[src/rtl/cache_controller_gen2.sv]
// Set-associative cache control FSM: burst line fill/writeback, write-back or write-through
// policy, full-cache flush walk and hmem timeout abort. Strobes drive the tag/data/LRU datapath.
module cache_controller_gen2 #(
  parameter int unsigned WordsPerLine  = 4,
  parameter int unsigned NumSets       = 16,
  parameter int unsigned NumWays       = 2,
  parameter bit          WriteThrough  = 1'b0,
  parameter int unsigned TimeoutCycles = 64,
  localparam int unsigned WordW = (WordsPerLine > 1) ? $clog2(WordsPerLine) : 1,
  localparam int unsigned WalkW = (NumSets * NumWays > 1) ? $clog2(NumSets * NumWays) : 1
) (
  input  logic             clk_i,
  input  logic             reset_i,
  input  logic             req_valid_i,
  input  logic [1:0]       req_operation_i,
  output logic             req_fulfilled_o,
  output logic             req_error_o,
  output logic             hmem_req_valid_o,
  output logic [1:0]       hmem_req_operation_o,
  input  logic             hmem_req_fulfilled_i,
  output logic [WordW-1:0] word_index_o,
  input  logic             valid_block_match_i,
  input  logic             valid_dirty_bit_i,
  output logic             walk_active_o,
  output logic [WalkW-1:0] walk_index_o,
  output logic             perform_write_o,
  output logic             set_selected_dirty_bit_o,
  output logic             clear_selected_dirty_bit_o,
  output logic             clear_selected_valid_bit_o,
  output logic             finish_new_line_install_o,
  output logic             set_hmem_block_address_o,
  output logic             use_victim_tag_for_hmem_block_address_o,
  output logic             process_lru_counters_o,
  output logic             miss_recovery_mode_o,
  output logic             count_hit_o,
  output logic             count_miss_o,
  output logic             count_read_o,
  output logic             count_write_o
);

  localparam int unsigned Lines = NumSets * NumWays;
  localparam int unsigned ToW   = (TimeoutCycles > 0) ? $clog2(TimeoutCycles + 1) : 1;

  localparam logic [1:0] OpLoad     = 2'b00;
  localparam logic [1:0] OpStore    = 2'b01;
  localparam logic [1:0] OpClflush  = 2'b10;
  localparam logic [1:0] OpFlushAll = 2'b11;

  localparam logic [WordW-1:0] LastWord = WordW'(WordsPerLine - 1);
  localparam logic [WalkW-1:0] LastLine = WalkW'(Lines - 1);
  localparam logic [ToW-1:0]   ToLast   = (TimeoutCycles > 0) ? ToW'(TimeoutCycles - 1) : '0;

  typedef enum logic [2:0] {
    StIdle,
    StWriteback,
    StAllocate,
    StFlush,
    StWtStore,
    StWalkCheck,
    StWalkWb
  } state_e;

  state_e           state_q, state_d, prev_state_q;
  logic [WordW-1:0] word_q, word_d;
  logic [WalkW-1:0] walk_q, walk_d;
  logic [ToW-1:0]   to_q, to_d;

  logic hmem_active, in_burst, stalled, timeout, beat_last, walk_adv;

  assign hmem_active = state_q inside {StWriteback, StAllocate, StFlush, StWtStore, StWalkWb};
  assign in_burst    = state_q inside {StWriteback, StAllocate, StFlush, StWalkWb};
  assign stalled     = hmem_active && !hmem_req_fulfilled_i;
  assign timeout     = (TimeoutCycles != 0) && stalled && (to_q == ToLast);
  assign beat_last   = hmem_req_fulfilled_i && (word_q == LastWord);

  assign word_index_o = word_q;
  assign walk_index_o = walk_q;

  always_comb begin
    state_d  = state_q;
    word_d   = word_q;
    walk_d   = walk_q;
    walk_adv = 1'b0;

    req_fulfilled_o                         = 1'b0;
    req_error_o                             = 1'b0;
    hmem_req_valid_o                        = 1'b0;
    hmem_req_operation_o                    = OpLoad;
    walk_active_o                           = 1'b0;
    perform_write_o                         = 1'b0;
    set_selected_dirty_bit_o                = 1'b0;
    clear_selected_dirty_bit_o              = 1'b0;
    clear_selected_valid_bit_o              = 1'b0;
    finish_new_line_install_o               = 1'b0;
    set_hmem_block_address_o                = 1'b0;
    use_victim_tag_for_hmem_block_address_o = 1'b0;
    process_lru_counters_o                  = 1'b0;
    miss_recovery_mode_o                    = 1'b0;
    count_hit_o                             = 1'b0;
    count_miss_o                            = 1'b0;
    count_read_o                            = 1'b0;
    count_write_o                           = 1'b0;

    // Outputs stay quiet for the whole reset pulse, even with a request held on the port.
    if (!reset_i) begin
      case (state_q)
        StIdle: begin
          if (req_valid_i) begin
            unique case (req_operation_i)
              OpLoad, OpStore: begin
                if (valid_block_match_i) begin
                  // The re-lookup after a fill is not a genuine hit.
                  count_hit_o   = (prev_state_q != StAllocate);
                  count_read_o  = (req_operation_i == OpLoad);
                  count_write_o = (req_operation_i == OpStore);
                  if (req_operation_i == OpStore) begin
                    perform_write_o = 1'b1;
                    if (WriteThrough) begin
                      state_d = StWtStore;
                    end else begin
                      set_selected_dirty_bit_o = 1'b1;
                      req_fulfilled_o          = 1'b1;
                      process_lru_counters_o   = 1'b1;
                    end
                  end else begin
                    req_fulfilled_o        = 1'b1;
                    process_lru_counters_o = 1'b1;
                  end
                end else begin
                  count_miss_o             = 1'b1;
                  set_hmem_block_address_o = 1'b1;
                  if (valid_dirty_bit_i) begin
                    use_victim_tag_for_hmem_block_address_o = 1'b1;
                    state_d                                 = StWriteback;
                  end else begin
                    state_d = StAllocate;
                  end
                end
              end
              OpClflush: begin
                if (!valid_block_match_i) begin
                  req_fulfilled_o = 1'b1;
                end else if (!valid_dirty_bit_i) begin
                  clear_selected_valid_bit_o = 1'b1;
                  req_fulfilled_o            = 1'b1;
                end else begin
                  set_hmem_block_address_o                = 1'b1;
                  use_victim_tag_for_hmem_block_address_o = 1'b1;
                  state_d                                 = StFlush;
                end
              end
              OpFlushAll: begin
                walk_d  = '0;
                state_d = StWalkCheck;
              end
            endcase
          end
        end
        StWriteback: begin
          hmem_req_valid_o     = 1'b1;
          hmem_req_operation_o = OpStore;
          if (beat_last) begin
            clear_selected_dirty_bit_o = 1'b1;
            clear_selected_valid_bit_o = 1'b1;
            set_hmem_block_address_o   = 1'b1;
            state_d                    = StAllocate;
          end
        end
        StAllocate: begin
          hmem_req_valid_o     = 1'b1;
          perform_write_o      = 1'b1;
          miss_recovery_mode_o = 1'b1;
          if (beat_last) begin
            finish_new_line_install_o  = 1'b1;
            clear_selected_dirty_bit_o = 1'b1;
            process_lru_counters_o     = 1'b1;
            state_d                    = StIdle;
          end
        end
        StFlush: begin
          hmem_req_valid_o     = 1'b1;
          hmem_req_operation_o = OpStore;
          if (beat_last) begin
            clear_selected_dirty_bit_o = 1'b1;
            clear_selected_valid_bit_o = 1'b1;
            req_fulfilled_o            = 1'b1;
            state_d                    = StIdle;
          end
        end
        StWtStore: begin
          hmem_req_valid_o     = 1'b1;
          hmem_req_operation_o = OpStore;
          if (hmem_req_fulfilled_i) begin
            req_fulfilled_o        = 1'b1;
            process_lru_counters_o = 1'b1;
            state_d                = StIdle;
          end
        end
        StWalkCheck: begin
          walk_active_o = 1'b1;
          if (valid_dirty_bit_i) begin
            state_d = StWalkWb;
          end else begin
            clear_selected_valid_bit_o = 1'b1;
            walk_adv                   = 1'b1;
          end
        end
        StWalkWb: begin
          walk_active_o        = 1'b1;
          hmem_req_valid_o     = 1'b1;
          hmem_req_operation_o = OpStore;
          if (beat_last) begin
            clear_selected_dirty_bit_o = 1'b1;
            clear_selected_valid_bit_o = 1'b1;
            walk_adv                   = 1'b1;
          end
        end
        default: begin
          state_d                                 = state_e'(3'bxxx);
          req_fulfilled_o                         = 1'bx;
          req_error_o                             = 1'bx;
          hmem_req_valid_o                        = 1'bx;
          hmem_req_operation_o                    = 2'bxx;
          walk_active_o                           = 1'bx;
          perform_write_o                         = 1'bx;
          set_selected_dirty_bit_o                = 1'bx;
          clear_selected_dirty_bit_o              = 1'bx;
          clear_selected_valid_bit_o              = 1'bx;
          finish_new_line_install_o               = 1'bx;
          set_hmem_block_address_o                = 1'bx;
          use_victim_tag_for_hmem_block_address_o = 1'bx;
          process_lru_counters_o                  = 1'bx;
          miss_recovery_mode_o                    = 1'bx;
          count_hit_o                             = 1'bx;
          count_miss_o                            = 1'bx;
          count_read_o                            = 1'bx;
          count_write_o                           = 1'bx;
        end
      endcase

      if (walk_adv) begin
        if (walk_q == LastLine) begin
          req_fulfilled_o = 1'b1;
          walk_d          = '0;
          state_d         = StIdle;
        end else begin
          walk_d  = walk_q + 1'b1;
          state_d = StWalkCheck;
        end
      end

      if (in_burst && hmem_req_fulfilled_i) begin
        word_d = beat_last ? '0 : word_q + 1'b1;
      end

      // Abort: the selected line is dropped rather than retried.
      if (timeout) begin
        req_fulfilled_o            = 1'b1;
        req_error_o                = 1'b1;
        clear_selected_valid_bit_o = 1'b1;
        if (state_q == StAllocate) clear_selected_dirty_bit_o = 1'b1;
        word_d  = '0;
        walk_d  = '0;
        state_d = StIdle;
      end
    end
  end

  always_comb begin
    to_d = '0;
    if (stalled && (state_d == state_q)) to_d = to_q + 1'b1;
  end

  always_ff @(posedge clk_i or posedge reset_i) begin
    if (reset_i) begin
      state_q      <= StIdle;
      prev_state_q <= StIdle;
      word_q       <= '0;
      walk_q       <= '0;
      to_q         <= '0;
    end else begin
      state_q      <= state_d;
      prev_state_q <= state_q;
      word_q       <= word_d;
      walk_q       <= walk_d;
      to_q         <= to_d;
    end
  end

endmodule
[config.mk]
export PLATFORM = sky130hd
export DESIGN_NAME = cache_controller_gen2
export DESIGN_NICKNAME = d
export VERILOG_FILES = /design/src/rtl/cache_controller_gen2.sv
export SDC_FILE = /design/constraint.sdc
export NUM_CORES = 1
export LEC_CHECK = 0
export ABC_AREA = 1
export CAP_MARGIN = 20
export CORE_MARGIN = 2
export CORE_UTILIZATION = 35
export DETAILED_ROUTE_END_ITERATION = 10
export GPL_ROUTABILITY_DRIVEN = 0
export GPL_TIMING_DRIVEN = 0
export PLACE_DENSITY = 0.68
export SLEW_MARGIN = 20
export SYNTH_ARGS = -nofsm -noshare
export SYNTH_HDL_FRONTEND = slang
export SYNTH_SLANG_ARGS = --single-unit
[constraint.sdc]
create_clock -name clk_i -period 4.1 [get_ports clk_i]
set_clock_uncertainty 0.05 [all_clocks]
set_input_delay 0.615 -clock clk_i [delete_from_list [all_inputs] [get_ports clk_i]]
set_output_delay 0.615 -clock clk_i [all_outputs]
set_load 0.03 [all_outputs]
# --- Yosys cells after proc, flatten, opt, wreduce, memory -nomap -nowiden ---
# Cells that the tools add are included.
op_classes:
  eq_ne: 14
  n_shift: 0
  div: 0
  magnitude_cmp: 0
  n_bitwise: 1
  n_reduce_logical: 35
  add_sub_neg: 3
  multipliers: 0
  mux: 105
ops:
  columns: ["operator", "n"]
  rows:
  - ["1-bit two-way mux", 58]
  - ["3-bit two-way mux", 12]
  - ["5-bit two-way mux", 6]
  - ["1-bit case mux with 2 select lines", 15]
  - ["5-bit OR reduction", 4]
  - ["3-bit case mux with 6 select lines", 1]
  - ["4-bit OR reduction", 4]
  - ["1-bit case mux with 4 select lines", 3]
  - ["6-bit OR reduction", 2]
  - ["2-bit two-way mux", 5]
  - ["2-bit OR reduction", 5]
  - ["3-bit equality test (second input constant)", 3]
  - ["3-bit case mux with 3 select lines", 1]
  - ["3-bit nonzero test", 3]
  - ["3-bit OR reduction", 3]
  - ["7-bit by 1-bit adder with 7-bit output (second input constant)", 1]
  - ["7-bit by 6-bit equality test with 1-bit output (second input constant)", 1]
  - ["7-bit two-way mux", 1]
  - ["7-bit OR reduction", 1]
  - ["2-bit equality test (second input constant)", 3]
  - ["3-bit by 2-bit equality test with 1-bit output (second input constant)", 2]
  - ["1-bit case mux with 3 select lines", 2]
  - ["5-bit by 1-bit adder with 5-bit output (second input constant)", 1]
  - ["5-bit equality test (second input constant)", 1]
  - ["16 further kinds", 20]
totals:
  memories: 0
  regBits: 20
  wordCells: 163
  ram_bits: 0
  latchBits: 0
  rom_bits: 0
  in_bits: 8

# --- Logic depth before layout (Yosys ltp) ---
# Gate-level depths: netlist of run 1.
depth:
  ltp_word: 11
  mapped_depth: 13
  depth_no_buf: 12

# --- Worst setup path after synthesis of run 1 ---
# OpenSTA, ideal clock, no wires.
synth_timing:
  path_type: "in2out"
  startpoint: "in reset_i"
  endpoint: "out set_selected_dirty_bit_o"
  cell_stages: 5
  arrival_time_ns: 2.186
  n_path_buf: 1
  t_required_ns: 3.435
  path_slack_ns: 1.249
  path_cell_list: "clkinv_1 > nand4_1 > or2_1 > nor2_1 > buf_4"
synth_between:
  elab_chain_cells: 1
synth_lines:
  columns: ["element", "line", "text"]
  rows:
  - ["start: declaration", "13", "input logic reset_i,"]
  - ["1-bit two-way mux", "105", "if (!reset_i) begin"]
  - ["end: declaration", "27", "output logic set_selected_dirty_bit_o,"]
# Every way passes these cells.

# --- Worst setup path in the final report of run 1 ---
# Same ends and word-level chain as after synthesis.

==> metrics, run 1 <==
run status=finished clean; Slew Limit Fails=0; Worst setup EP type=output pin; Pint=0.661 mW; Die ar.=0.00528 sq mm; vias in the first global route=1387; Synth Area in Simple Gates=40.2%; Data arrival, critical path=2.89 ns; Clk pwr share=15.5%; Final Hold Fails=0; Final Cycle Share=86.7%; cell area after synthesis=0.00165 sq mm; Resized cells post-CTS=1; crit path capture=set_selected_dirty_bit_o; startpoint types=input port; Synth warnings=0; H-tree level count=1; # rows=24; Crit. Startpoint=reset_i; Most common cell on crit path=clkdlybuf4s50_1; Max VDD drop=0.000262 V; DR vias/cell=4.95; number of primary I/O pins=34; reg2reg setup slack=2.24 ns; reg2reg start=word_index_o[0]; Seq cells post-synth=20; clock-pin slew on the worst setup and hold paths=0.08 ns; routed wire length=3700 um; CP max stage delay=0.65 ns; worst r2r path cells=12; CTS Hold Buffers Added=0; critical path's slowest cell=clkdlybuf4s50_1; Post-synth EDFFs=0; Total GRT Usage=14.8%; Setup WS post-layout=0.546 ns; drt first pass iters=4; TritonCTS clock tree=built; RR Endpoint=to_q[5]; Hold Path Origin=state_q[1]; CTS buffer count=3; sequential element share of the synthesized area=30.3%; Initial DRC Count=93; initial antenna violation count=0; Post-Place Worst Slack=-0.0654 ns; Clk Latency, worst-skew pair=0.25 ns; hold path cells=0; Synth Net Count=227; critical path required time=3.43 ns; Gate power share=62.1%; synth unique cells=39; Design Area, Final=0.00210 sq mm; main combinational cell family by area after synthesis=simple AND/OR/NAND/NOR gates; post-synthesis xor/xnor area fraction=3.18%; nets=263; ANT cells=0; fraction of the mapped netlist area in adder cells=3.79%; DRC viols=0; hpwl dp=2870 um; pwr dens=604 mW/mm^2; PortBufs=31; final worst path period need=3.55 ns; Crit Path Class=in -> out; sw frac=47.9%; Switch Pwr=0.607 mW; Placed Cells=297; CORE AREA=0.00444 sq mm; Initial Util=37.2%; Area after DPL=0.00203 sq mm; via count=1491; HP Class=reg -> reg; post-synthesis mux area share=0%; ys flop type=dfrtp_1; synthesized area per cell=7.72 sq um; Synth Area in Compound Gates=12.0%; Syn-to-layout area delta=27.1%; WL/cell=12.3 um; post-CTS setup buffer count=0; # fillers=448; Final ANT Viol Nets=0; Seq pwr share=22.4%; Die Y=72.7 um; synthesized instance count=214; die width=72.7 um; CP max FO=29; worst path cell trace=clkdlybuf4s50_1 -> clkinv_2 -> nand4_1 -> or2_1 -> nor2_1 -> buf_4 -> clkdlybuf4s50_1; GRT Residual Overflow=0; CTS Buffer Depth=2; Leakage Power=0.944 nW; pin count of the biggest net entering global routing=30; Async S/R FF share, synth=100%; CTS Sinks=20; fmax=281 MHz; RSZ-0062 raised after global routing=false; Max Cap Violations=0; clock root buffer=clkbuf_8; final setup fails=0; first-pass GRT wire length=6180 um; Layout Cells excl Fill=301; total power=1.27 mW; share of layout cells above drive strength 1=23.3%
## kinds of logic after synthesis
kind of cell	Yosys count
AO/OA/AOI/OAI	33
XOR/XNOR	6
adder cells (fa/ha/maj)	5
buffers and inverters	35
flip-flops	20
other	1
AND/OR/NAND/NOR	114
## power by group through the flow
stage / clock [mW] / combinational [mW] / sequential (mW)
finish: 0.196 / 0.787 / 0.284
global route: 0.211 / 0.859 / 0.291
floorplan: 0 / 0.550 / 0.313
global placement: 0 / 0.784 / 0.287
CTS: 0.201 / 0.793 / 0.286
detailed placement: 0 / 0.789 / 0.289
## synthesized netlist by cell type, types with 2 or more instances
library cell | number | area, sq um
a21oi_1 | 10 | 50.1
nor2_4 | 5 | 56.3
o21ai_1 | 6 | 30.0
inv_1 | 18 | 67.6
nand3_2 | 4 | 40.0
nand2_2 | 8 | 50.1
o21ai_0 | 7 | 35.0
nand2_4 | 6 | 67.6
nor2_2 | 5 | 31.3
xor2_1 | 4 | 35.0
inv_4 | 3 | 18.8
o21ai_2 | 3 | 26.3
nor2_1 | 15 | 56.3
clkinv_1 | 2 | 7.51
dfrtp_1 | 20 | 500
nand3b_1 | 2 | 15.0
nor3_1 | 3 | 15.0
nand3_1 | 10 | 50.1
buf_4 | 2 | 15.0
xnor2_1 | 2 | 17.5
ha_1 | 5 | 62.6
buf_6 | 3 | 33.8
nand2_1 | 40 | 150
nand4_1 | 6 | 37.5
nor3_2 | 7 | 70.1
inv_2 | 5 | 18.8
## layout make-up
type                    instances  area [sq um]  area share (%)
multi-input cells             159           981            46.7
flip-flops and latches         20           500            23.8
repair buffers                 31           310            14.8
inverters                      28           114            5.42
well taps                      52          65.1            3.10
plain buffers                   7          57.6            2.74
clock buffers                   3          41.3            1.97
clock inverters                 1          30.0            1.43
## cells in the final DEF, fill, tap and decap left out, drive strengths merged, types with 2 or more instances in the layout
master	instances
nand2	54
clkdlybuf4s50	31
inv	26
nor2	25
dfrtp	20
o21ai	16
nand3	14
a21oi	10
nor3	10
nand4	6
buf	6
ha	5
xor2	4
clkbuf	4
nand3b	2
xnor2	2
nor4	2
clkinv	2
## state kept, by name, summed over array words and instances (netlist names)
name          count
to_q              7
walk_index_o      5
prev_state_q      3
state_q           3
word_index_o      2
## per-stage QoR
stage	utilization [%]	setup TNS, ns	hold WS (ns)
after floorplan	-	0	0.324
after global placement	45.6	-0.0323	0.329
after detailed placement	45.6	-0.0654	0.338
after CTS	47.2	0	0.361
after global routing	47.2	0	0.374
final	47.2	0	0.360
## worst max-delay path: cells and delay by family
family | cells | cell delay, ns
buffers and inverters | 4 | 1.67
and+or+nand+nor | 3 | 0.60
## worst min-delay path by stage
stage / to / slack, ns
CTS: prev_state_q[1] / 0.36
finish: prev_state_q[1] / 0.36
detailed placement: prev_state_q[1] / 0.34
global placement: prev_state_q[1] / 0.33
floorplan: prev_state_q[1] / 0.32
global route: prev_state_q[1] / 0.37
## layer usage
metal / vias to the layer above / track usage (%) / share of wire, %
met5: - / 0 / 0
met4: 0 / 3.09 / 0.22
met3: 2 / 2.49 / 4.6
met2: 31 / 24.1 / 47
met1: 686 / 20.6 / 48
li1: 772 / - / -
No activity file was read; power rests on OpenSTA's default activity.
==> inputs of run 2 (changes only) <==
Settings changed: HOLD_SLACK_MARGIN from default to 0.02.
==> results of run 2 <==
Final layout, timing and power as in run 1 (identical DEF).
==> inputs of run 3 (changes only) <==
Settings changed: HOLD_SLACK_MARGIN 0.02 to default.
==> results of run 3 <==
Final layout, timing and power as in run 1 (identical DEF).
